--- src/rtl/d5m_pixel_source.sv ---
// TRDB-D5M sensor-side stream generator: FrameValid/LineValid/PixelData exactly as the sensor drives
// them, one pixel per clock, with selectable test patterns and a completed-frame counter.
module d5m_pixel_source #(
    parameter int ACTIVE_COLS = 640,
    parameter int ACTIVE_ROWS = 480,
    parameter int H_BLANK_CC  = 16,
    parameter int FV_LEAD_CC  = 4,
    parameter int FV_TRAIL_CC = 4,
    parameter int V_BLANK_CC  = 64
) (
    input  logic        ul1Clock,
    input  logic        ul1Reset_n,
    input  logic        ul1Enable,
    input  logic [1:0]  ul2Pattern,
    input  logic [11:0] ul12ConstData,
    output logic        ul1FrameValid,
    output logic        ul1LineValid,
    output logic [11:0] ul12PixelData,
    output logic [15:0] ul16FrameCount,
    output logic        ul1FrameDone
);
    localparam int CW   = (ACTIVE_COLS > 1) ? $clog2(ACTIVE_COLS) : 1;
    localparam int RW   = (ACTIVE_ROWS > 1) ? $clog2(ACTIVE_ROWS) : 1;
    localparam int TMAX = (H_BLANK_CC > V_BLANK_CC ? H_BLANK_CC : V_BLANK_CC) >
                          (FV_LEAD_CC > FV_TRAIL_CC ? FV_LEAD_CC : FV_TRAIL_CC) ?
                          (H_BLANK_CC > V_BLANK_CC ? H_BLANK_CC : V_BLANK_CC) :
                          (FV_LEAD_CC > FV_TRAIL_CC ? FV_LEAD_CC : FV_TRAIL_CC);
    localparam int TW   = (TMAX > 1) ? $clog2(TMAX) : 1;

    localparam logic [CW-1:0] COL_LAST   = CW'(ACTIVE_COLS - 1);
    localparam logic [RW-1:0] ROW_LAST   = RW'(ACTIVE_ROWS - 1);
    localparam logic [TW-1:0] LEAD_LAST  = TW'(FV_LEAD_CC - 1);
    localparam logic [TW-1:0] HBL_LAST   = TW'(H_BLANK_CC - 1);
    localparam logic [TW-1:0] TRAIL_LAST = TW'(FV_TRAIL_CC - 1);
    localparam logic [TW-1:0] VBL_LAST   = TW'(V_BLANK_CC - 1);

    typedef enum logic [2:0] {
        S_IDLE, S_FV_LEAD, S_ACTIVE, S_HBLANK, S_FV_TRAIL, S_VBLANK
    } state_t;

    state_t        r_state;
    logic [CW-1:0] r_col;
    logic [RW-1:0] r_row;
    logic [TW-1:0] r_tmr;
    logic [1:0]    r_pat;
    logic [11:0]   r_const;
    logic          r_fv;
    logic          r_lv;
    logic [11:0]   r_data;
    logic [15:0]   r_count;
    logic          r_done;

    logic [11:0]   w_pix_first;
    logic [11:0]   w_pix_next_col;
    logic [11:0]   w_pix_next_row;

    function automatic logic [11:0] f_pixel(input logic [1:0] pat, input logic [11:0] cst,
                                            input logic [5:0] row6, input logic [11:0] col12,
                                            input logic [11:0] cnt12);
        case (pat)
            2'd0:    return col12;
            2'd1:    return {row6, col12[5:0]};
            2'd2:    return cst;
            default: return cnt12 + col12;
        endcase
    endfunction

    // Data is registered alongside LV, so each transition loads the pixel the new position will show.
    assign w_pix_first    = f_pixel(r_pat, r_const, 6'd0, 12'd0, r_count[11:0]);
    assign w_pix_next_col = f_pixel(r_pat, r_const, 6'(r_row), 12'(r_col + CW'(1)), r_count[11:0]);
    assign w_pix_next_row = f_pixel(r_pat, r_const, 6'(r_row + RW'(1)), 12'd0, r_count[11:0]);

    always_ff @(posedge ul1Clock) begin
        if (!ul1Reset_n) begin
            r_state <= S_IDLE;
            r_col   <= '0;
            r_row   <= '0;
            r_tmr   <= '0;
            r_pat   <= '0;
            r_const <= '0;
            r_fv    <= 1'b0;
            r_lv    <= 1'b0;
            r_data  <= '0;
            r_count <= '0;
            r_done  <= 1'b0;
        end else begin
            r_done <= 1'b0;
            case (r_state)
                S_IDLE: begin
                    if (ul1Enable) begin
                        r_state <= S_FV_LEAD;
                        r_fv    <= 1'b1;
                        r_tmr   <= '0;
                        r_pat   <= ul2Pattern;
                        r_const <= ul12ConstData;
                    end
                end
                S_FV_LEAD: begin
                    if (r_tmr == LEAD_LAST) begin
                        r_state <= S_ACTIVE;
                        r_lv    <= 1'b1;
                        r_row   <= '0;
                        r_col   <= '0;
                        r_data  <= w_pix_first;
                    end else begin
                        r_tmr <= r_tmr + TW'(1);
                    end
                end
                S_ACTIVE: begin
                    if (r_col == COL_LAST) begin
                        r_lv    <= 1'b0;
                        r_data  <= '0;
                        r_tmr   <= '0;
                        r_state <= (r_row == ROW_LAST) ? S_FV_TRAIL : S_HBLANK;
                    end else begin
                        r_col  <= r_col + CW'(1);
                        r_data <= w_pix_next_col;
                    end
                end
                S_HBLANK: begin
                    if (r_tmr == HBL_LAST) begin
                        r_state <= S_ACTIVE;
                        r_lv    <= 1'b1;
                        r_row   <= r_row + RW'(1);
                        r_col   <= '0;
                        r_data  <= w_pix_next_row;
                    end else begin
                        r_tmr <= r_tmr + TW'(1);
                    end
                end
                S_FV_TRAIL: begin
                    if (r_tmr == TRAIL_LAST) begin
                        r_state <= S_VBLANK;
                        r_fv    <= 1'b0;
                        r_done  <= 1'b1;
                        r_count <= r_count + 16'd1;
                        r_tmr   <= '0;
                    end else begin
                        r_tmr <= r_tmr + TW'(1);
                    end
                end
                S_VBLANK: begin
                    // Enable only matters here and in IDLE, so a dropped enable never cuts a frame short.
                    if (r_tmr == VBL_LAST) begin
                        if (ul1Enable) begin
                            r_state <= S_FV_LEAD;
                            r_fv    <= 1'b1;
                            r_tmr   <= '0;
                            r_pat   <= ul2Pattern;
                            r_const <= ul12ConstData;
                        end else begin
                            r_state <= S_IDLE;
                        end
                    end else begin
                        r_tmr <= r_tmr + TW'(1);
                    end
                end
                default: r_state <= S_IDLE;
            endcase
        end
    end

    assign ul1FrameValid  = r_fv;
    assign ul1LineValid   = r_lv;
    assign ul12PixelData  = r_data;
    assign ul16FrameCount = r_count;
    assign ul1FrameDone   = r_done;
endmodule

--- config.mk ---
export PLATFORM = sky130hd
export DESIGN_NAME = d5m_pixel_source
export DESIGN_NICKNAME = d
export VERILOG_FILES = /design/src/rtl/d5m_pixel_source.sv
export SDC_FILE = /design/constraint.sdc
export NUM_CORES = 1
export LEC_CHECK = 0
export ABC_AREA = 1
export CAP_MARGIN = 20
export CORE_MARGIN = 3
export CORE_UTILIZATION = 50
export DETAILED_ROUTE_END_ITERATION = 10
export DONT_BUFFER_PORTS = 1
export GPL_ROUTABILITY_DRIVEN = 0
export PLACE_DENSITY = 0.68
export SYNTH_ARGS = -nofsm -noshare
export SYNTH_HDL_FRONTEND = slang
export SYNTH_SLANG_ARGS = --single-unit
--- constraint.sdc ---
create_clock -name ul1Clock -period 2.32 [get_ports ul1Clock]
set_clock_uncertainty 0.1 [all_clocks]
set_input_delay 0 -clock ul1Clock [delete_from_list [all_inputs] [get_ports ul1Clock]]
set_output_delay 0 -clock ul1Clock [all_outputs]
set_load 0.05 [all_outputs]
# Word-level counts from Yosys, hierarchy flattened
# Cells that the tools add are included.
# word_totals
register_bits	73
inputBits	17
out_inout_bits	31
wordCells	101
# op_classes
n_addsub	6
n_eq_ne	21
n_mux	45
reduce_logical	18
# op_table
cell	count
12-bit one-hot mux with 3 select lines	3
12-bit 2-to-1 mux	5
12-bit one-hot mux with 2 select lines	2
6-bit 2-to-1 mux	6
6-bit one-hot mux with 6 select lines	1
10-bit 2-to-1 mux	3
10-bit one-hot mux with 3 select lines	1
3-bit 2-to-1 mux	7
9-bit 2-to-1 mux	2
2-bit != test, second input constant	9
3-bit one-hot mux with 6 select lines	1
9-bit one-hot mux with 2 select lines	1
16-bit by 1-bit adder with 16-bit output, second input constant	1
12-bit by 11-bit adder with 12-bit output	1
4-bit AND reduction	3
10-bit by 1-bit adder with 11-bit output, second input constant	1
10-bit by 1-bit adder with 10-bit output, second input constant	1
10-bit == test, second input constant	1
9-bit by 1-bit adder with 9-bit output, second input constant	1
9-bit == test, second input constant	1
3-bit AND reduction	3
1-bit 2-to-1 mux	8
6-bit by 1-bit adder with 6-bit output, second input constant	1
3-bit by 2-bit == test with 1-bit output, second input constant	2
other kinds (18)	25

# Longest topological paths before layout
# logic_depth
depth_word	5
depth_mapped	19
mapped_depth_nobuf	19

# Worst setup path before layout
# OpenSTA, ideal clock, no wires.
# synth_timing
path_kind	register -> register
from	register r_col[0]
to	register r_data[9] (netlist: ul12PixelData[9])
setup_ns	0.109
arrival_time_ns	2.177
required_time_ns	2.111
setup_slack_ns	-0.066
path_stages_with_launch	17
path_buffers	0
period_less_slack_ns	2.386
cell_sequence	dfxtp_1 > ha_1 > nand3_1 > nor2_4 > nand2_1 > and2_1 > ha_1 > nand2_1 > inv_1 > a21oi_1 > nand3_1 > nand2_1 > nand3_1 > nand2_1 > nand4_1 > nand2_1 > inv_1
# synth_between
elab_chain_len	5
elab_cells_between_ends	6
cone_classes	add/sub (2); eq/ne (1); mux (3)
# synth_rtl
item	line_no	text
start, declared	42	logic [CW-1:0] r_col;
start signal, assigned	116	r_col <= r_col + CW'(1);
10-bit by 1-bit adder with 11-bit output	70	assign w_pix_next_col = f_pixel(r_pat, r_const, 6'(r_row), 12'(r_col + CW'(1)), r_count[11:0]);
12-bit by 11-bit adder with 12-bit output	64	default: return cnt12 + col12;
12-bit one-hot mux with 3 select lines	60	case (pat)
12-bit 2-to-1 mux (*)	110	if (r_col == COL_LAST) begin
12-bit one-hot mux with 3 select lines (*)	88	case (r_state)
end signal, assigned	104	r_data <= w_pix_first;
end signal, assigned	117	r_data <= w_pix_next_col;
end signal, assigned	126	r_data <= w_pix_next_row;
end, declared	49	logic [11:0] r_data;
# Every way passes the cells marked *; elsewhere a longest branch is shown, timed or not.
# A chain may end at the register's enable or synchronous reset.

# Final worst setup path
# layout_timing
from	register r_col[1]
to	register r_data[9] (netlist: ul12PixelData[9])
# Same word-level chain as after synthesis.

==> flow_metrics.py <==
metrics = {
    "cts": {
        "clkSinkCount": 73,
        "tritoncts.num_buffers": 9,
        "h-tree-depth": 3,
        "cts_buffer_depth": 2,
        "tritoncts": "yes",
        "clock_latency_ns": 0.35,
        "clkTransAtPathRegs_ns": 0.08,
        "clockRootBuffer": "clkbuf_8",
    },
    "worst_setup_path": {
        "cp-end-kind": "flip-flop",
        "cp_data_arrival_time_ns": 2.61,
        "startpoint_type": "flip-flop",
        "critPathMaxFanout": 4,
        "path_class": "reg2reg",
        "crit_required_ns": 2.48,
    },
    "pwr": {
        "ir_drop_v": 0.0005248,
        "p_leak_nw": 2.544,
        "p_per_area_mw_per_mm2": 808.1,
    },
    "sta": {
        "finalSetupTns_ns": -0.3549,
        "drv_slew": 0,
        "setup-violations-final": 7,
        "rsz0062_at_grt": "true",
        "period_minus_slack_ns": 2.458,
        "worstMarginPinSlew_ns": 0.8547,
        "slew_headroom_pct": 42.96,
        "setup_slack_ns": -0.1383,
        "fin_crit_sh_pct": 106.0,
        "hold_viol": 0,
        "max_freq_ghz": 0.4068,
    },
    "routing": {
        "first_iter_violations": 631,
        "drc": 0,
        "antenna_left": 0,
        "wirelength_um": 15660,
        "vias": 5429,
        "viasPerCell": 5.888,
        "avgRoutedWirePerCell_um": 16.99,
        "drtPass1Iterations": 6,
    },
    "synthesis": {
        "synth_async_sr_flop_share_pct": 0,
        "synth_edf_count": 0,
        "ys_types": 48,
        "ys_ff_latch": 73,
        "yosys_most_used_dff": "dfxtp_1",
        "ys_seq_area_share_pct": 30.92,
        "yosysWarnings": 0,
        "syn_inst": 725,
        "netlist_area_mm2": 0.004727,
        "syn_nets": 758,
        "synth_area_per_cell_um2": 6.520,
    },
    "floorplanning": {
        "core_mm2": 0.008934,
        "rows": 34,
        "dieHeight_um": 103.2,
        "dieArea_mm2": 0.01066,
        "start_util_pct": 52.91,
        "pin_count": 48,
        "die_width_um": 103.2,
    },
    "final_layout": {
        "design_area_mm2": 0.006097,
        "stdcell_count": 922,
        "fillers": 758,
        "multi_input_area_mm2": 0.003113,
        "diodes": 0,
        "ff_latch_area_mm2": 0.001469,
        "finalNetCount": 842,
        "fin_util_pct": 68.25,
        "syn2layout_area_growth_pct": 28.98,
        "drive_above_1_share_pct": 23.71,
    },
    "placed_design": {
        "io_buffers": 0,
        "dp_hpwl_um": 11050,
        "pre_cts_slack_ns": -0.2390,
        "placed_area_mm2": 0.005225,
        "dp_cells": 876,
    },
    "global_route": {
        "grt_usage_pct": 29.27,
        "antenna_found_initial": 1,
        "grt-ovfl-total": 0,
        "grt_max_degree": 39,
        "grt_pass1_vias": 4908,
        "grt_pass1_wl_um": 24470,
    },
    "run_status": {
        "status": "complete, but fails checks",
        "failed_checks": "negative setup slack",
    },
    "job": {
        "drv_cap": 0,
    },
    "hold_path": {
        "hold_class": "in2reg",
    },
}
==> repair_timing <==
action,in CTS,in global routing
buffers inserted,6,7
gates resized for setup,37,54
pin swaps,11,28
setup endpoints to repair,8,14
hold endpoints to repair,44,0
hold buffers,17,0
==> layer usage <==
| layer | vias up | track usage, % | routed length, µm |
|---|---|---|---|
| met2 | 275 | 46.18 | 7139 |
| met3 | 55 | 6.237 | 1380 |
| li1 | 2556 | - | - |
| met1 | 2541 | 40.41 | 6699 |
| met4 | 2 | 8.665 | 424 |
| met5 | - | 0 | 20 |
==> cell usage after synthesis (7+ instances only) <==
master,number,area share [%]
nand3_1,47,5.0
nor3_1,8,0.85
o21ai_1,7,0.74
clkbuf_1,9,0.71
inv_1,94,7.5
o22ai_1,9,1.2
ha_1,15,4.0
o21ai_0,50,5.3
inv_2,9,0.71
a21oi_1,71,7.5
nand4_1,18,2.4
nor2_1,70,5.6
dfxtp_1,73,31
xor2_1,9,1.7
nand2_1,161,13
==> final cells by class <==
class | count | area share, %
Clock buffer | 12 | 2.380
Clock inverter | 4 | 1.252
Inverter | 107 | 6.628
Multi-Input combinational cell | 527 | 51.06
Sequential cell | 73 | 24.09
Tap cell | 108 | 2.216
Timing Repair Buffer | 91 | 12.37
==> cell families after synthesis <==
logic type / after synthesis / share of synthesized area [%]
xor+xnor: 10 / 1.853
compound gates: 164 / 19.45
fa+ha+maj: 16 / 4.394
simple gates: 337 / 32.80
flops: 73 / 30.92
buf+inv: 125 / 10.59
==> state kept, by name, indices dropped and copies added, names as in the netlist <==
name,flops
r_tmr,6
r_state,3
ul12PixelData,12
r_const,12
ul16FrameCount,16
ul1LineValid,1
r_col,10
r_pat,2
ul1FrameValid,1
ul1FrameDone,1
r_row,9
==> path summary, 6_finish.rpt <==
path | depth (start not counted) | from | slack (ns) | endpoint
max | 17 | r_col[1] | -0.14 | ul12PixelData[9]
min | 2 | ul1Reset_n | 0.15 | ul12PixelData[11]
max reg2reg | 17 | r_col[1] | -0.14 | ul12PixelData[9]
min reg2reg | 2 | r_const[8] | 0.36 | r_const[8]
==> worst max-delay path, stage by stage, from the launching register on <==
cell and delay, ns:
dfxtp_4 0.37, ha_4 0.15, nand3_4 0.07, nor2_4 0.15, buf_6 0.13, nand2_1 0.06
nand2_1 0.08, inv_2 0.06, ha_4 0.32, nand2_4 0.08, nor2_2 0.14, nand3_1 0.13
nand4_1 0.15, nand3_1 0.10, nand2_1 0.08, nand4_1 0.07, nand2_1 0.07, inv_1 0.03
==> where the power goes <==
group	internal, mW	switching, mW
Combinational	0.621	1.26
Clock	0.639	0.504
Sequential	1.46	0.443
==> placed cells by master (no fill, tap or decap), drive strengths merged <==
| cell | n |
|---|---|
| a22oi | 2 |
| buf | 75 |
| nor3 | 11 |
| inv | 104 |
| or2 | 3 |
| o22ai | 9 |
| o21ai | 59 |
| and2 | 3 |
| clkinv | 4 |
| o21bai | 1 |
| nand3 | 50 |
| o211ai | 5 |
| nand2 | 165 |
| and3 | 1 |
| fa | 1 |
| nor2 | 80 |
| clkinvlp | 1 |
| clkbuf | 12 |
| nor4 | 3 |
| xnor2 | 1 |
| dfxtp | 73 |
| a21o | 1 |
| o221ai | 1 |
| bufinv | 2 |
| o31ai | 1 |
| a211oi | 5 |
| nand4 | 18 |
| nor3b | 3 |
| ha | 15 |
| o21a | 3 |
| dlygate4sd3 | 16 |
| a21oi | 71 |
| a221oi | 1 |
| xor2 | 9 |
| a31oi | 5 |
==> through the flow <==
stage / power [mW] / hold slack, ns
after floorplan: 3.231 / 0.06668
after global placement: 3.657 / 0.02916
after detailed placement: 3.683 / 0.03676
after CTS: 4.856 / 0.1512
after global routing: 5.189 / 0.1613
final: 4.927 / 0.1528
(Power assumes the default switching activity.)
